$ cat src/rtl/cpu_pkg.sv
// cpu_pkg: shared types and constants for the fetch sequencer
//   state_e : sequencer states BOOT, RUN, SLOT
//   src_e   : redirect source selected by the priority mux
//   RESET_PC_DEF / EXC_VECTOR_DEF : default reset and misaligned-jr vectors
package cpu_pkg;
    typedef enum logic [1:0] {BOOT, RUN, SLOT} state_e;
    typedef enum logic [1:0] {SRC_NONE, SRC_BRANCH, SRC_JUMP, SRC_JR} src_e;
    localparam logic [31:0] RESET_PC_DEF   = 32'h0000_0000;
    localparam logic [31:0] EXC_VECTOR_DEF = 32'h0000_0080;
endpackage

$ cat src/rtl/pc_sequencer_if.sv
// pc_sequencer_if: fetch/redirect bundle between decode, imem and the sequencer
//   master : sequencer side (drives pc, fetch_req, in_slot, addr_err, redirect_err)
//   slave  : decode/imem side (drives fetch_ack and the redirect requests)
interface pc_sequencer_if;
    logic [31:0] pc;
    logic        fetch_req;
    logic        fetch_ack;
    logic        jump_en;
    logic [25:0] jump_index;
    logic        branch_en;
    logic [15:0] branch_off;
    logic        jr_en;
    logic [31:0] jr_target;
    logic        in_slot;
    logic        addr_err;
    logic        redirect_err;
    modport master (
        output pc, fetch_req, in_slot, addr_err, redirect_err,
        input  fetch_ack, jump_en, jump_index, branch_en, branch_off, jr_en, jr_target
    );
    modport slave (
        input  pc, fetch_req, in_slot, addr_err, redirect_err,
        output fetch_ack, jump_en, jump_index, branch_en, branch_off, jr_en, jr_target
    );
endinterface

$ cat src/rtl/pc_sequencer_target_calc.sv
// target_calc: combinational redirect target and priority selection
//   in  : pc (base), jump/branch/jr requests and their operands
//   out : target (selected address), valid (any request), misaligned (jr with low bits set)
module target_calc
    import cpu_pkg::*;
#(
    parameter logic [31:0] EXC_VECTOR = EXC_VECTOR_DEF
) (
    input  logic [31:0] pc,
    input  logic        jump_en,
    input  logic [25:0] jump_index,
    input  logic        branch_en,
    input  logic [15:0] branch_off,
    input  logic        jr_en,
    input  logic [31:0] jr_target,
    output logic [31:0] target,
    output logic        valid,
    output logic        misaligned
);
    src_e src;
    always_comb begin
        src        = jr_en ? SRC_JR : jump_en ? SRC_JUMP : branch_en ? SRC_BRANCH : SRC_NONE;
        valid      = src != SRC_NONE;
        misaligned = src == SRC_JR && jr_target[1:0] != 2'b00;
        target     = src == SRC_JR   ? (misaligned ? EXC_VECTOR : jr_target) :
                     src == SRC_JUMP ? {pc[31:28], jump_index, 2'b00} :
                                       pc + {{14{branch_off[15]}}, branch_off, 2'b00};
    end
endmodule

$ cat src/rtl/pc_sequencer.sv
// pc_sequencer: program counter and fetch sequencing with one branch-delay slot
//   clk, rst : clock and synchronous active-high reset
//   bus      : pc_sequencer_if master (pc/fetch handshake to imem, redirects from decode,
//              in_slot status, addr_err / redirect_err one-cycle pulses)
module pc_sequencer
    import cpu_pkg::*;
#(
    parameter logic [31:0] RESET_PC   = RESET_PC_DEF,
    parameter logic [31:0] EXC_VECTOR = EXC_VECTOR_DEF
) (
    input  logic            clk,
    input  logic            rst,
    pc_sequencer_if.master  bus
);
    localparam logic [1:0] S_BOOT = BOOT;
    localparam logic [1:0] S_RUN  = RUN;
    localparam logic [1:0] S_SLOT = SLOT;

    logic [1:0]  state;
    logic [31:0] pending;
    logic [31:0] target;
    logic        valid;
    logic        misaligned;

    target_calc #(.EXC_VECTOR(EXC_VECTOR)) u_calc (
        .pc         (bus.pc),
        .jump_en    (bus.jump_en),
        .jump_index (bus.jump_index),
        .branch_en  (bus.branch_en),
        .branch_off (bus.branch_off),
        .jr_en      (bus.jr_en),
        .jr_target  (bus.jr_target),
        .target     (target),
        .valid      (valid),
        .misaligned (misaligned)
    );

    assign bus.fetch_req = state != S_BOOT;

    always_ff @(posedge clk) begin
        if (rst) begin
            state            <= S_BOOT;
            bus.pc           <= RESET_PC;
            pending          <= '0;
            bus.in_slot      <= 1'b0;
            bus.addr_err     <= 1'b0;
            bus.redirect_err <= 1'b0;
        end else begin
            bus.addr_err     <= state == S_RUN && valid && misaligned;
            // a redirect while the delay slot is still outstanding is dropped
            bus.redirect_err <= state == S_SLOT && valid;
            if (state == S_BOOT) begin
                state <= S_RUN;
            end else if (state == S_SLOT) begin
                if (bus.fetch_ack) begin
                    bus.pc      <= pending;
                    bus.in_slot <= 1'b0;
                    state       <= S_RUN;
                end
            end else if (valid) begin
                // pc is already the delay-slot address: an ack consumes the slot now
                if (bus.fetch_ack) begin
                    bus.pc <= target;
                end else begin
                    pending     <= target;
                    bus.in_slot <= 1'b1;
                    state       <= S_SLOT;
                end
            end else if (bus.fetch_ack) begin
                bus.pc <= bus.pc + 32'd4;
            end
        end
    end
endmodule
$ cat src/flat_wrapper.sv
// flat-port wrapper written by rule: the top's interface ports become plain ports
module pc_sequencer_flat import cpu_pkg::*;
#(
    parameter logic [31:0] RESET_PC   = RESET_PC_DEF,
    parameter logic [31:0] EXC_VECTOR = EXC_VECTOR_DEF
)
  (clk, rst, bus_pc, bus_fetch_req, bus_in_slot, bus_addr_err, bus_redirect_err, bus_fetch_ack, bus_jump_en, bus_jump_index, bus_branch_en, bus_branch_off, bus_jr_en, bus_jr_target);
  pc_sequencer_if bus_i ();
  input  logic clk;
  input  logic rst;
  output wire logic [$bits(bus_i.pc)-1:0] bus_pc;
  output wire logic [$bits(bus_i.fetch_req)-1:0] bus_fetch_req;
  output wire logic [$bits(bus_i.in_slot)-1:0] bus_in_slot;
  output wire logic [$bits(bus_i.addr_err)-1:0] bus_addr_err;
  output wire logic [$bits(bus_i.redirect_err)-1:0] bus_redirect_err;
  input wire logic [$bits(bus_i.fetch_ack)-1:0] bus_fetch_ack;
  input wire logic [$bits(bus_i.jump_en)-1:0] bus_jump_en;
  input wire logic [$bits(bus_i.jump_index)-1:0] bus_jump_index;
  input wire logic [$bits(bus_i.branch_en)-1:0] bus_branch_en;
  input wire logic [$bits(bus_i.branch_off)-1:0] bus_branch_off;
  input wire logic [$bits(bus_i.jr_en)-1:0] bus_jr_en;
  input wire logic [$bits(bus_i.jr_target)-1:0] bus_jr_target;
  assign bus_pc = bus_i.pc;
  assign bus_fetch_req = bus_i.fetch_req;
  assign bus_in_slot = bus_i.in_slot;
  assign bus_addr_err = bus_i.addr_err;
  assign bus_redirect_err = bus_i.redirect_err;
  assign bus_i.fetch_ack = bus_fetch_ack;
  assign bus_i.jump_en = bus_jump_en;
  assign bus_i.jump_index = bus_jump_index;
  assign bus_i.branch_en = bus_branch_en;
  assign bus_i.branch_off = bus_branch_off;
  assign bus_i.jr_en = bus_jr_en;
  assign bus_i.jr_target = bus_jr_target;
  pc_sequencer #(.RESET_PC(RESET_PC), .EXC_VECTOR(EXC_VECTOR)) u_core (.clk(clk), .rst(rst), .bus(bus_i));
endmodule
$ cat config.mk
export PLATFORM = sky130hd
export DESIGN_NAME = pc_sequencer_flat
export DESIGN_NICKNAME = d
export VERILOG_FILES = /design/src/rtl/cpu_pkg.sv /design/src/rtl/pc_sequencer_if.sv /design/src/rtl/pc_sequencer_target_calc.sv /design/src/rtl/pc_sequencer.sv /design/src/flat_wrapper.sv
export SDC_FILE = /design/constraint.sdc
export NUM_CORES = 1
export LEC_CHECK = 0
export CELL_PAD_IN_SITES_DETAIL_PLACEMENT = 1
export CELL_PAD_IN_SITES_GLOBAL_PLACEMENT = 1
export CORE_ASPECT_RATIO = 1.1
export CORE_MARGIN = 1.5
export CORE_UTILIZATION = 30
export CTS_CLUSTER_SIZE = 24
export DETAILED_ROUTE_END_ITERATION = 12
export DONT_BUFFER_PORTS = 1
export PLACE_DENSITY_LB_ADDON = 0.1
export SLEW_MARGIN = 25
export SYNTH_ARGS = -nofsm -noshare
export SYNTH_HDL_FRONTEND = slang
export SYNTH_SLANG_ARGS = --single-unit
$ cat constraint.sdc
create_clock -name clk -period 3.65 [get_ports clk]
set_clock_uncertainty 0.2 [all_clocks]
set_input_delay 0.5475 -clock clk [delete_from_list [all_inputs] [get_ports clk]]
set_output_delay 0.5475 -clock clk [all_outputs]
set_load 0.02 [all_outputs]
==> flow_results.xml, run 1 <==
<?xml version="1.0" encoding="UTF-8"?>
<metrics>
  <group name="clocking">
    <metric name="ctsResizeCount" unit="">0</metric>
    <metric name="post-cts-setup-buffers" unit="">0</metric>
    <metric name="cts.hold.buffers_added" unit="">0</metric>
    <metric name="insertion_delay" unit="ns">0.34</metric>
    <metric name="cts_htree_levels" unit="">3</metric>
    <metric name="numClockSinks" unit="">69</metric>
    <metric name="clk_pin_slew_worst_paths" unit="ns">0.06</metric>
    <metric name="cts-buffers-inserted" unit="">9</metric>
    <metric name="clock_tree_from_tritoncts" unit="">done</metric>
    <metric name="max-clock-path-buffers" unit="">2</metric>
    <metric name="cts_root_buffer" unit="">sky130_fd_sc_hd__clkbuf_16</metric>
  </group>
  <group name="timing">
    <metric name="finalSetupViolations" unit="">0</metric>
    <metric name="worstMarginPinSlew" unit="ns">1.01</metric>
    <metric name="f_max" unit="GHz">0.311</metric>
    <metric name="slew_violations" unit="">0</metric>
    <metric name="min_period_over_period" unit="%">88.2</metric>
    <metric name="timing.final.hold_violations" unit="">0</metric>
    <metric name="fin_tns_setup" unit="ns">0</metric>
    <metric name="finalWorstPathRequiredPeriod" unit="ns">3.22</metric>
    <metric name="rsz0062_at_grt" unit="">false</metric>
    <metric name="max-slew-margin-rel" unit="%">32.6</metric>
  </group>
  <group name="drt">
    <metric name="drc" unit="">0</metric>
    <metric name="wl_per_cell" unit="µm">23.7</metric>
    <metric name="route.detailed.vias_per_inst" unit="">5.93</metric>
    <metric name="first_pass_iters" unit="">7</metric>
    <metric name="detail_route.wirelength" unit="µm">24600</metric>
    <metric name="dr_total_vias" unit="">6158</metric>
    <metric name="ant_nets" unit="">0</metric>
    <metric name="detail_route.iter0.violations" unit="">335</metric>
  </group>
  <group name="synthesis">
    <metric name="postSynth.asyncResetShare" unit="%">0</metric>
    <metric name="synthesis.yosys.warnings" unit="">0</metric>
    <metric name="synth.lib_cells_used.distinct" unit="">64</metric>
    <metric name="syn-cell-area" unit="mm²">0.00564</metric>
    <metric name="ys_seq_elements" unit="">69</metric>
    <metric name="synth_edf_count" unit="">0</metric>
    <metric name="syn_inst" unit="">780</metric>
    <metric name="syn-num-nets" unit="">894</metric>
    <metric name="synth-seq-area-share" unit="%">24.5</metric>
    <metric name="synthesis.area_per_instance" unit="µm²">7.23</metric>
    <metric name="postSynth.topFlopCell" unit="">sky130_fd_sc_hd__dfxtp_1</metric>
  </group>
  <group name="cells_and_area">
    <metric name="area_growth" unit="%">12.9</metric>
    <metric name="final_cell_area" unit="mm²">0.00636</metric>
    <metric name="fillcell_total" unit="">2276</metric>
    <metric name="finish.utilization" unit="%">34.6</metric>
    <metric name="inserted_diodes" unit="">0</metric>
    <metric name="num-nets-final" unit="">904</metric>
    <metric name="post_route_cells_drive_above_1_share" unit="%">9.18</metric>
    <metric name="layout.area.seq" unit="mm²">0.00138</metric>
    <metric name="multi_input_comb_area" unit="mm²">0.00399</metric>
  </group>
  <group name="floorplanning">
    <metric name="initial_core_util" unit="%">30.6</metric>
    <metric name="chipWidth" unit="µm">134</metric>
    <metric name="chipHeight" unit="µm">147</metric>
    <metric name="core.rowCount" unit="">52</metric>
    <metric name="fp.coreArea" unit="mm²">0.0184</metric>
    <metric name="die-area" unit="mm²">0.0196</metric>
    <metric name="i_o_pin_total" unit="">116</metric>
  </group>
  <group name="global_route">
    <metric name="vias_in_the_first_global_route" unit="">6445</metric>
    <metric name="overflow" unit="">0</metric>
    <metric name="globalRouteTotalUtil" unit="%">25.3</metric>
    <metric name="number_of_antenna_violations_at_the_first_check_in_global_routing" unit="">0</metric>
    <metric name="grt_start_max_net_pins" unit="">49</metric>
    <metric name="global_route_wire_length_before_repair" unit="µm">37500</metric>
  </group>
  <group name="pwr">
    <metric name="worst_ir_drop_vdd" unit="mV">0.226</metric>
    <metric name="power.density" unit="mW/mm²">406</metric>
    <metric name="power.static_leakage" unit="nW">2.54</metric>
  </group>
  <group name="placement">
    <metric name="detailedPlacementHpwl" unit="µm">18700</metric>
    <metric name="place_congestion" unit="">0.974</metric>
    <metric name="placedInstanceArea" unit="mm²">0.00606</metric>
    <metric name="io_buffers" unit="">0</metric>
  </group>
  <group name="critical_path">
    <metric name="critical_path.startpoint" unit="">u_core.bus.pc[7]$_SDFFE_PP0P_</metric>
    <metric name="setup.worst_path.end" unit="">u_core.pending[27]$_SDFFE_PP0P_</metric>
    <metric name="reg2reg_depth" unit="">8</metric>
    <metric name="category_of_the_worst_setup_path_launch_point" unit="">flip-flop</metric>
    <metric name="timing.rr.end" unit="">u_core.pending[27]$_SDFFE_PP0P_</metric>
    <metric name="ff2ff_setup_slack" unit="ns">0.43</metric>
    <metric name="worstPathArrival" unit="ns">3.21</metric>
    <metric name="timing.critical_path.to_type" unit="">flip-flop</metric>
    <metric name="critical_path.max_fanout" unit="">5</metric>
    <metric name="timing.setup.critical_path_class" unit="">flip-flop to flip-flop</metric>
    <metric name="timing.rr.start" unit="">u_core.bus.pc[7]$_SDFFE_PP0P_</metric>
    <metric name="critPathRequiredTime" unit="ns">3.64</metric>
  </group>
  <group name="hold_path">
    <metric name="worstHoldPathType" unit="">input port to flip-flop</metric>
    <metric name="hold_path.startpoint" unit="">rst</metric>
  </group>
  <group name="flow_run">
    <metric name="max_cap_violations" unit="">0</metric>
  </group>
  <group name="run_status">
    <metric name="run_status" unit="">finished clean</metric>
  </group>
</metrics>
## report_power, final
group	switching, mW	leakage, nW	internal (mW)
Sequential	0.0648	0.566	0.819
Combinational	0.528	1.82	0.299
Clock	0.342	0.148	0.532
Total	0.934	2.54	1.65
## per-stage QoR
stage	hold slack (ns)	total power, mW	setup slack [ns]	cells
2_1_floorplan	0.233	1.46	0.723	780
3_3_place_gp	0.243	1.71	0.242	1022
3_5_place_dp	0.251	1.72	0.210	1022
4_1_cts	0.0567	2.62	0.436	1038
5_1_grt	0.0554	2.73	0.250	1038
6_report	0.0647	2.58	0.432	1038
## synthesized netlist by cell type (4+ instances only)
library cell               instances  area share, %
sky130_fd_sc_hd__o21ai_0          76            6.7
sky130_fd_sc_hd__nor3_1           22            2.0
sky130_fd_sc_hd__xor2_1           25            3.9
sky130_fd_sc_hd__o211ai_1         10            1.3
sky130_fd_sc_hd__ha_1             33            7.3
sky130_fd_sc_hd__a211oi_1         19            2.5
sky130_fd_sc_hd__nand2b_1          4           0.44
sky130_fd_sc_hd__a21o_1           14            1.9
sky130_fd_sc_hd__xnor2_1          21            3.3
sky130_fd_sc_hd__and3_1           17            1.9
sky130_fd_sc_hd__buf_4             5           0.67
sky130_fd_sc_hd__nor2_1           89            5.9
sky130_fd_sc_hd__a31oi_1          13            1.4
sky130_fd_sc_hd__a22oi_1           5           0.67
sky130_fd_sc_hd__o22ai_1           4           0.44
sky130_fd_sc_hd__o21a_1            6           0.80
sky130_fd_sc_hd__nand3_1          26            2.3
sky130_fd_sc_hd__nand2_1          76            5.1
sky130_fd_sc_hd__a21oi_1         104            9.2
sky130_fd_sc_hd__nand4_1          13            1.4
sky130_fd_sc_hd__and4_1            4           0.62
sky130_fd_sc_hd__nor2b_1           6           0.67
sky130_fd_sc_hd__inv_1             8           0.53
sky130_fd_sc_hd__dfxtp_1          69             25
sky130_fd_sc_hd__a222oi_1          8            1.4
sky130_fd_sc_hd__clkbuf_1         34            2.3
sky130_fd_sc_hd__mux2i_1           8            1.4
sky130_fd_sc_hd__a221oi_1          5           0.78
## cells in the final DEF, fill, tap and decap left out, types with 22 or more instances in the layout
master,Yosys,final
sky130_fd_sc_hd__dfxtp_1,69,69
sky130_fd_sc_hd__nor2_1,89,87
sky130_fd_sc_hd__xor2_1,25,25
sky130_fd_sc_hd__nand2_1,76,76
sky130_fd_sc_hd__buf_4,5,48
sky130_fd_sc_hd__nor3_1,22,22
sky130_fd_sc_hd__a21oi_1,104,104
sky130_fd_sc_hd__nand3_1,26,26
sky130_fd_sc_hd__o21ai_0,76,76
sky130_fd_sc_hd__ha_1,33,33
## registers in the layout, indices dropped and copies added, names as in the netlist
signal,cells
u_core.bus.pc,32
u_core.pending,32
u_core.bus.in_slot,1
u_core.state,2
u_core.bus.addr_err,1
u_core.bus.redirect_err,1
## cell families after synthesis
group,after synthesis,synth area share [%]
AO/OA/AOI/OAI,297,32.6
adder cells (fa/ha/maj),34,7.68
AND/OR/NAND/NOR,268,21.7
flip-flops,69,24.5
multiplexers,8,1.42
XOR/XNOR,46,7.15
buffers and inverters,58,4.88
## routing by layer
metal | global-route usage, % | part of all wire, % | vias to the layer above | routed length, µm
met5 | 0 | 0 | - | 0
met3 | 6.28 | 5.7 | 60 | 1410
met4 | 15.2 | 6.4 | 0 | 1570
li1 | - | - | 2913 | -
met1 | 27.2 | 39 | 3013 | 9480
met2 | 44.7 | 49 | 172 | 12100
## cell type report
class,instances,share of cell area (%)
multi-input cells,653,62.6
flip-flops and latches,69,21.7
repair buffers,48,5.66
well taps,243,4.78
clock buffers,13,4.41
inverters,9,0.531
clock inverters,3,0.275
## worst min-delay path by stage
| stage | endpoint | slack [ns] | cells past startpoint |
|---|---|---|---|
| 2_1_floorplan | u_core.pending[0]$_SDFFE_PP0P_ | 0.23 | 2 |
| 3_3_place_gp | u_core.pending[0]$_SDFFE_PP0P_ | 0.24 | 2 |
| 3_5_place_dp | u_core.pending[0]$_SDFFE_PP0P_ | 0.25 | 2 |
| 4_1_cts | u_core.bus.pc[29]$_SDFFE_PP0P_ | 0.06 | 1 |
| 5_1_grt | u_core.bus.pc[29]$_SDFFE_PP0P_ | 0.06 | 1 |
| 6_report | u_core.bus.pc[29]$_SDFFE_PP0P_ | 0.06 | 1 |
## critical path, stage by stage (launching register included)
cell and delay, ns:
sky130_fd_sc_hd__dfxtp_1 0.45, sky130_fd_sc_hd__ha_1 0.46, sky130_fd_sc_hd__nand4_1 0.14, sky130_fd_sc_hd__a211oi_1 0.48, sky130_fd_sc_hd__o21ai_1 0.21, sky130_fd_sc_hd__a31oi_2 0.30
sky130_fd_sc_hd__xor2_1 0.14, sky130_fd_sc_hd__a222oi_1 0.51, sky130_fd_sc_hd__a21oi_1 0.17
Power figures use the tool's default switching activity.
==> inputs of run 2 (changes only) <==
--- a/config.mk
+++ b/config.mk
@@ -10,6 +10,7 @@
 export CORE_ASPECT_RATIO = 1.1
 export CORE_MARGIN = 1.5
 export CORE_UTILIZATION = 30
+export CTS_BUF_LIST = sky130_fd_sc_hd__clkbuf_8 sky130_fd_sc_hd__clkbuf_16
 export CTS_CLUSTER_SIZE = 24
 export DETAILED_ROUTE_END_ITERATION = 12
 export DONT_BUFFER_PORTS = 1
==> results of run 2 <==
No change in the layout: final DEF, timing and power equal those of run 1.
==> inputs of run 3 (changes only) <==
--- a/config.mk
+++ b/config.mk
@@ -5,16 +5,13 @@
 export SDC_FILE = /design/constraint.sdc
 export NUM_CORES = 1
 export LEC_CHECK = 0
-export CELL_PAD_IN_SITES_DETAIL_PLACEMENT = 1
-export CELL_PAD_IN_SITES_GLOBAL_PLACEMENT = 1
 export CORE_ASPECT_RATIO = 1.1
-export CORE_MARGIN = 1.5
+export CORE_MARGIN = 2
 export CORE_UTILIZATION = 30
 export CTS_BUF_LIST = sky130_fd_sc_hd__clkbuf_8 sky130_fd_sc_hd__clkbuf_16
 export CTS_CLUSTER_SIZE = 24
 export DETAILED_ROUTE_END_ITERATION = 12
 export DONT_BUFFER_PORTS = 1
-export PLACE_DENSITY_LB_ADDON = 0.1
 export SLEW_MARGIN = 25
 export SYNTH_ARGS = -nofsm -noshare
 export SYNTH_HDL_FRONTEND = slang
==> run 3 against run 2 <==
Net effect: global-route usage shrank 4.3 points; design area shrank 0.43%; sequential share of layout area grew 0.094 points; utilization shrank 0.15 points; combinational power shrank 7.1%; fmax shrank 1.4%; total power grew 6.2%; die area grew 1.4%; setup slack lost 0.046 ns; critical path type unchanged.
==> flow_results.xml, run 3 (same netlist as run 1, synthesis figures left out) <==
<?xml version="1.0" encoding="UTF-8"?>
<metrics>
  <group name="placement">
    <metric name="place_congestion" unit="">0.947</metric>
    <metric name="io_buffers" unit="">0</metric>
    <metric name="detailedPlacementHpwl" unit="µm">15300</metric>
    <metric name="placedInstanceArea" unit="mm²">0.00597</metric>
  </group>
  <group name="pwr">
    <metric name="worst_ir_drop_vdd" unit="mV">0.295</metric>
    <metric name="post-layout-total-power" unit="mW">2.75</metric>
    <metric name="power.static_leakage" unit="nW">2.51</metric>
    <metric name="power.density" unit="mW/mm²">433</metric>
  </group>
  <group name="cells_and_area">
    <metric name="fillcell_total" unit="">1944</metric>
    <metric name="biggestRegsByFlops" unit="">u_core.bus.pc (32), u_core.pending (32), u_core.state (2)</metric>
    <metric name="final_cell_area" unit="mm²">0.00633</metric>
    <metric name="finish.utilization" unit="%">34.4</metric>
    <metric name="layout_common_cells" unit="">sky130_fd_sc_hd__a21oi_1 (104), sky130_fd_sc_hd__nor2_1 (87), sky130_fd_sc_hd__nand2_1 (76), sky130_fd_sc_hd__o21ai_0 (76), sky130_fd_sc_hd__dfxtp_1 (69)</metric>
    <metric name="area_growth" unit="%">12.4</metric>
    <metric name="num-nets-final" unit="">892</metric>
    <metric name="post_route_cells_drive_above_1_share" unit="%">7.66</metric>
    <metric name="inserted_diodes" unit="">0</metric>
    <metric name="mostFrequentLayoutCell" unit="">sky130_fd_sc_hd__a21oi_1</metric>
  </group>
  <group name="global_route">
    <metric name="globalRouteTotalUtil" unit="%">21.0</metric>
    <metric name="grt_start_max_net_pins" unit="">49</metric>
    <metric name="overflow" unit="">0</metric>
    <metric name="global_route_wire_length_before_repair" unit="µm">32200</metric>
    <metric name="number_of_antenna_violations_at_the_first_check_in_global_routing" unit="">0</metric>
    <metric name="vias_in_the_first_global_route" unit="">5680</metric>
  </group>
  <group name="flow_run">
    <metric name="max_cap_violations" unit="">0</metric>
  </group>
  <group name="floorplanning">
    <metric name="initial_core_util" unit="%">30.6</metric>
    <metric name="i_o_pin_total" unit="">116</metric>
    <metric name="die-area" unit="mm²">0.0199</metric>
    <metric name="fp.coreArea" unit="mm²">0.0184</metric>
    <metric name="chipHeight" unit="µm">148</metric>
    <metric name="core.rowCount" unit="">52</metric>
    <metric name="chipWidth" unit="µm">135</metric>
  </group>
  <group name="hold_path">
    <metric name="hold_path.startpoint" unit="">rst</metric>
    <metric name="number_of_cells_traversed_by_the_worst_hold_path" unit="">1</metric>
    <metric name="worstHoldPathType" unit="">input port to flip-flop</metric>
    <metric name="worst_hold_path.endpoint" unit="">u_core.pending[0]$_SDFFE_PP0P_</metric>
  </group>
  <group name="critical_path">
    <metric name="worstPathArrival" unit="ns">3.30</metric>
    <metric name="ff2ff_setup_slack" unit="ns">0.39</metric>
    <metric name="reg2reg_depth" unit="">11</metric>
    <metric name="critical_path.cell_chain" unit="">ha_1 -&gt; fa_1 -&gt; a21oi_1 -&gt; o211a_1 -&gt; o211ai_1 -&gt; o211ai_1 -&gt; o21ai_0 -&gt; xor2_1 -&gt; a222oi_1 -&gt; mux2i_1 -&gt; o21a_1</metric>
    <metric name="cpMostUsedCell" unit="">sky130_fd_sc_hd__o211ai_1</metric>
    <metric name="critical-path-max-stage-delay" unit="ns">0.51</metric>
    <metric name="timing.setup.critical_path_class" unit="">flip-flop to flip-flop</metric>
    <metric name="worst_path_max_delay_cell" unit="">sky130_fd_sc_hd__a222oi_1</metric>
    <metric name="category_of_the_worst_setup_path_launch_point" unit="">flip-flop</metric>
    <metric name="critical_path.max_fanout" unit="">3</metric>
    <metric name="worst-path-buf-inv" unit="">0</metric>
    <metric name="critPathRequiredTime" unit="ns">3.69</metric>
    <metric name="timing.critical_path.max_delay_family" unit="">compound AO/OA/AOI/OAI gates</metric>
    <metric name="timing.rr.end" unit="">u_core.bus.pc[16]$_SDFFE_PP0P_</metric>
    <metric name="timing.rr.start" unit="">u_core.bus.pc[2]$_SDFFE_PP0P_</metric>
    <metric name="timing.critical_path.to_type" unit="">flip-flop</metric>
  </group>
  <group name="clocking">
    <metric name="max-clock-path-buffers" unit="">2</metric>
    <metric name="clk_pin_slew_worst_paths" unit="ns">0.06</metric>
    <metric name="insertion_delay" unit="ns">0.35</metric>
    <metric name="cts.hold.buffers_added" unit="">0</metric>
    <metric name="post-cts-setup-buffers" unit="">0</metric>
    <metric name="clock_tree_from_tritoncts" unit="">done</metric>
    <metric name="cts_root_buffer" unit="">sky130_fd_sc_hd__clkbuf_16</metric>
    <metric name="cts-buffers-inserted" unit="">9</metric>
    <metric name="numClockSinks" unit="">69</metric>
    <metric name="cts_htree_levels" unit="">3</metric>
    <metric name="ctsResizeCount" unit="">0</metric>
  </group>
  <group name="drt">
    <metric name="ant_nets" unit="">0</metric>
    <metric name="drc" unit="">0</metric>
    <metric name="detail_route.wirelength" unit="µm">21100</metric>
    <metric name="route.detailed.vias_per_inst" unit="">5.91</metric>
    <metric name="first_pass_iters" unit="">5</metric>
    <metric name="dr_total_vias" unit="">6063</metric>
    <metric name="wl_per_cell" unit="µm">20.6</metric>
    <metric name="detail_route.iter0.violations" unit="">545</metric>
  </group>
  <group name="timing">
    <metric name="finalWorstPathRequiredPeriod" unit="ns">3.26</metric>
    <metric name="f_max" unit="GHz">0.306</metric>
    <metric name="finalSetupViolations" unit="">0</metric>
    <metric name="timing.final.hold_violations" unit="">0</metric>
    <metric name="slew_violations" unit="">0</metric>
    <metric name="worstMarginPinSlew" unit="ns">1.06</metric>
    <metric name="rsz0062_at_grt" unit="">false</metric>
    <metric name="min_period_over_period" unit="%">89.4</metric>
    <metric name="max-slew-margin-rel" unit="%">29.4</metric>
    <metric name="final_worst_hold_slack" unit="ns">0.0727</metric>
    <metric name="fin_tns_setup" unit="ns">0</metric>
  </group>
  <group name="run_status">
    <metric name="run_status" unit="">finished clean</metric>
  </group>
</metrics>
-- run 3: cell count changes in the layout (fill, tap and decap cells not counted) --
cell and delta:
sky130_fd_sc_hd__buf_4 -12, sky130_fd_sc_hd__bufinv_16 +3, sky130_fd_sc_hd__clkbuf_8 -1, sky130_fd_sc_hd__clkinvlp_4 -1, sky130_fd_sc_hd__inv_1 +2, sky130_fd_sc_hd__clkinv_1 -1, sky130_fd_sc_hd__clkinv_2 -2
-- run 3: how the worst max path moves through the flow --
stage	from	endpoint	slack (ns)	cells after the start
after floorplan	bus_branch_off[0]	u_core.bus.pc[28]$_SDFFE_PP0P_	0.72	11
final	u_core.bus.pc[2]$_SDFFE_PP0P_	u_core.bus.pc[16]$_SDFFE_PP0P_	0.39	11
after detailed placement	bus_branch_off[0]	u_core.bus.pc[16]$_SDFFE_PP0P_	0.20	11
after global routing	u_core.bus.pc[2]$_SDFFE_PP0P_	u_core.bus.pc[26]$_SDFFE_PP0P_	0.18	11
after global placement	bus_branch_off[0]	u_core.bus.pc[16]$_SDFFE_PP0P_	0.17	11
after CTS	u_core.bus.pc[2]$_SDFFE_PP0P_	u_core.bus.pc[16]$_SDFFE_PP0P_	0.43	11
-- run 3: power breakdown --
part / total (mW) / switching (mW) / internal [mW]
Sequential: 0.888 / 0.0690 / 0.819
Combinational: 0.768 / 0.484 / 0.285
Clock: 1.09 / 0.368 / 0.722
-- run 3: metrics by stage --
step,worst slack (ns),instances
6_report,0.386,1026
5_1_grt,0.184,1026
4_1_cts,0.434,1026
3_5_place_dp,0.204,1010
3_3_place_gp,0.172,1010
2_1_floorplan,0.723,780
-- run 3: metal layers --
layer	share of wire [%]	track usage, %	up-vias
met5	0	0	-
met3	9.8	5.97	47
met1	41	26.2	2835
met2	46	33.7	298
met4	3.4	9.11	0
li1	-	-	2883
-- run 3: cell type report --
class | count | area (µm²) | share of cell area (%)
timing repair buffer | 36 | 270 | 4.27
tap | 243 | 304 | 4.80
inverter | 9 | 33.8 | 0.533
sequential | 69 | 1380 | 21.8
clock inverter | 4 | 93.8 | 1.48
multi-input combinational | 653 | 3990 | 62.9
clock buffer | 12 | 267 | 4.21
-- run 3: worst register-to-register path, cell delays in order (launching register included) --
cell and delay [ns]:
sky130_fd_sc_hd__dfxtp_1 0.32, sky130_fd_sc_hd__ha_1 0.21, sky130_fd_sc_hd__fa_1 0.41, sky130_fd_sc_hd__a21oi_1 0.28
sky130_fd_sc_hd__o211a_1 0.25, sky130_fd_sc_hd__o211ai_1 0.12, sky130_fd_sc_hd__o211ai_1 0.17, sky130_fd_sc_hd__o21ai_0 0.17
sky130_fd_sc_hd__xor2_1 0.16, sky130_fd_sc_hd__a222oi_1 0.51, sky130_fd_sc_hd__mux2i_1 0.15, sky130_fd_sc_hd__o21a_1 0.21
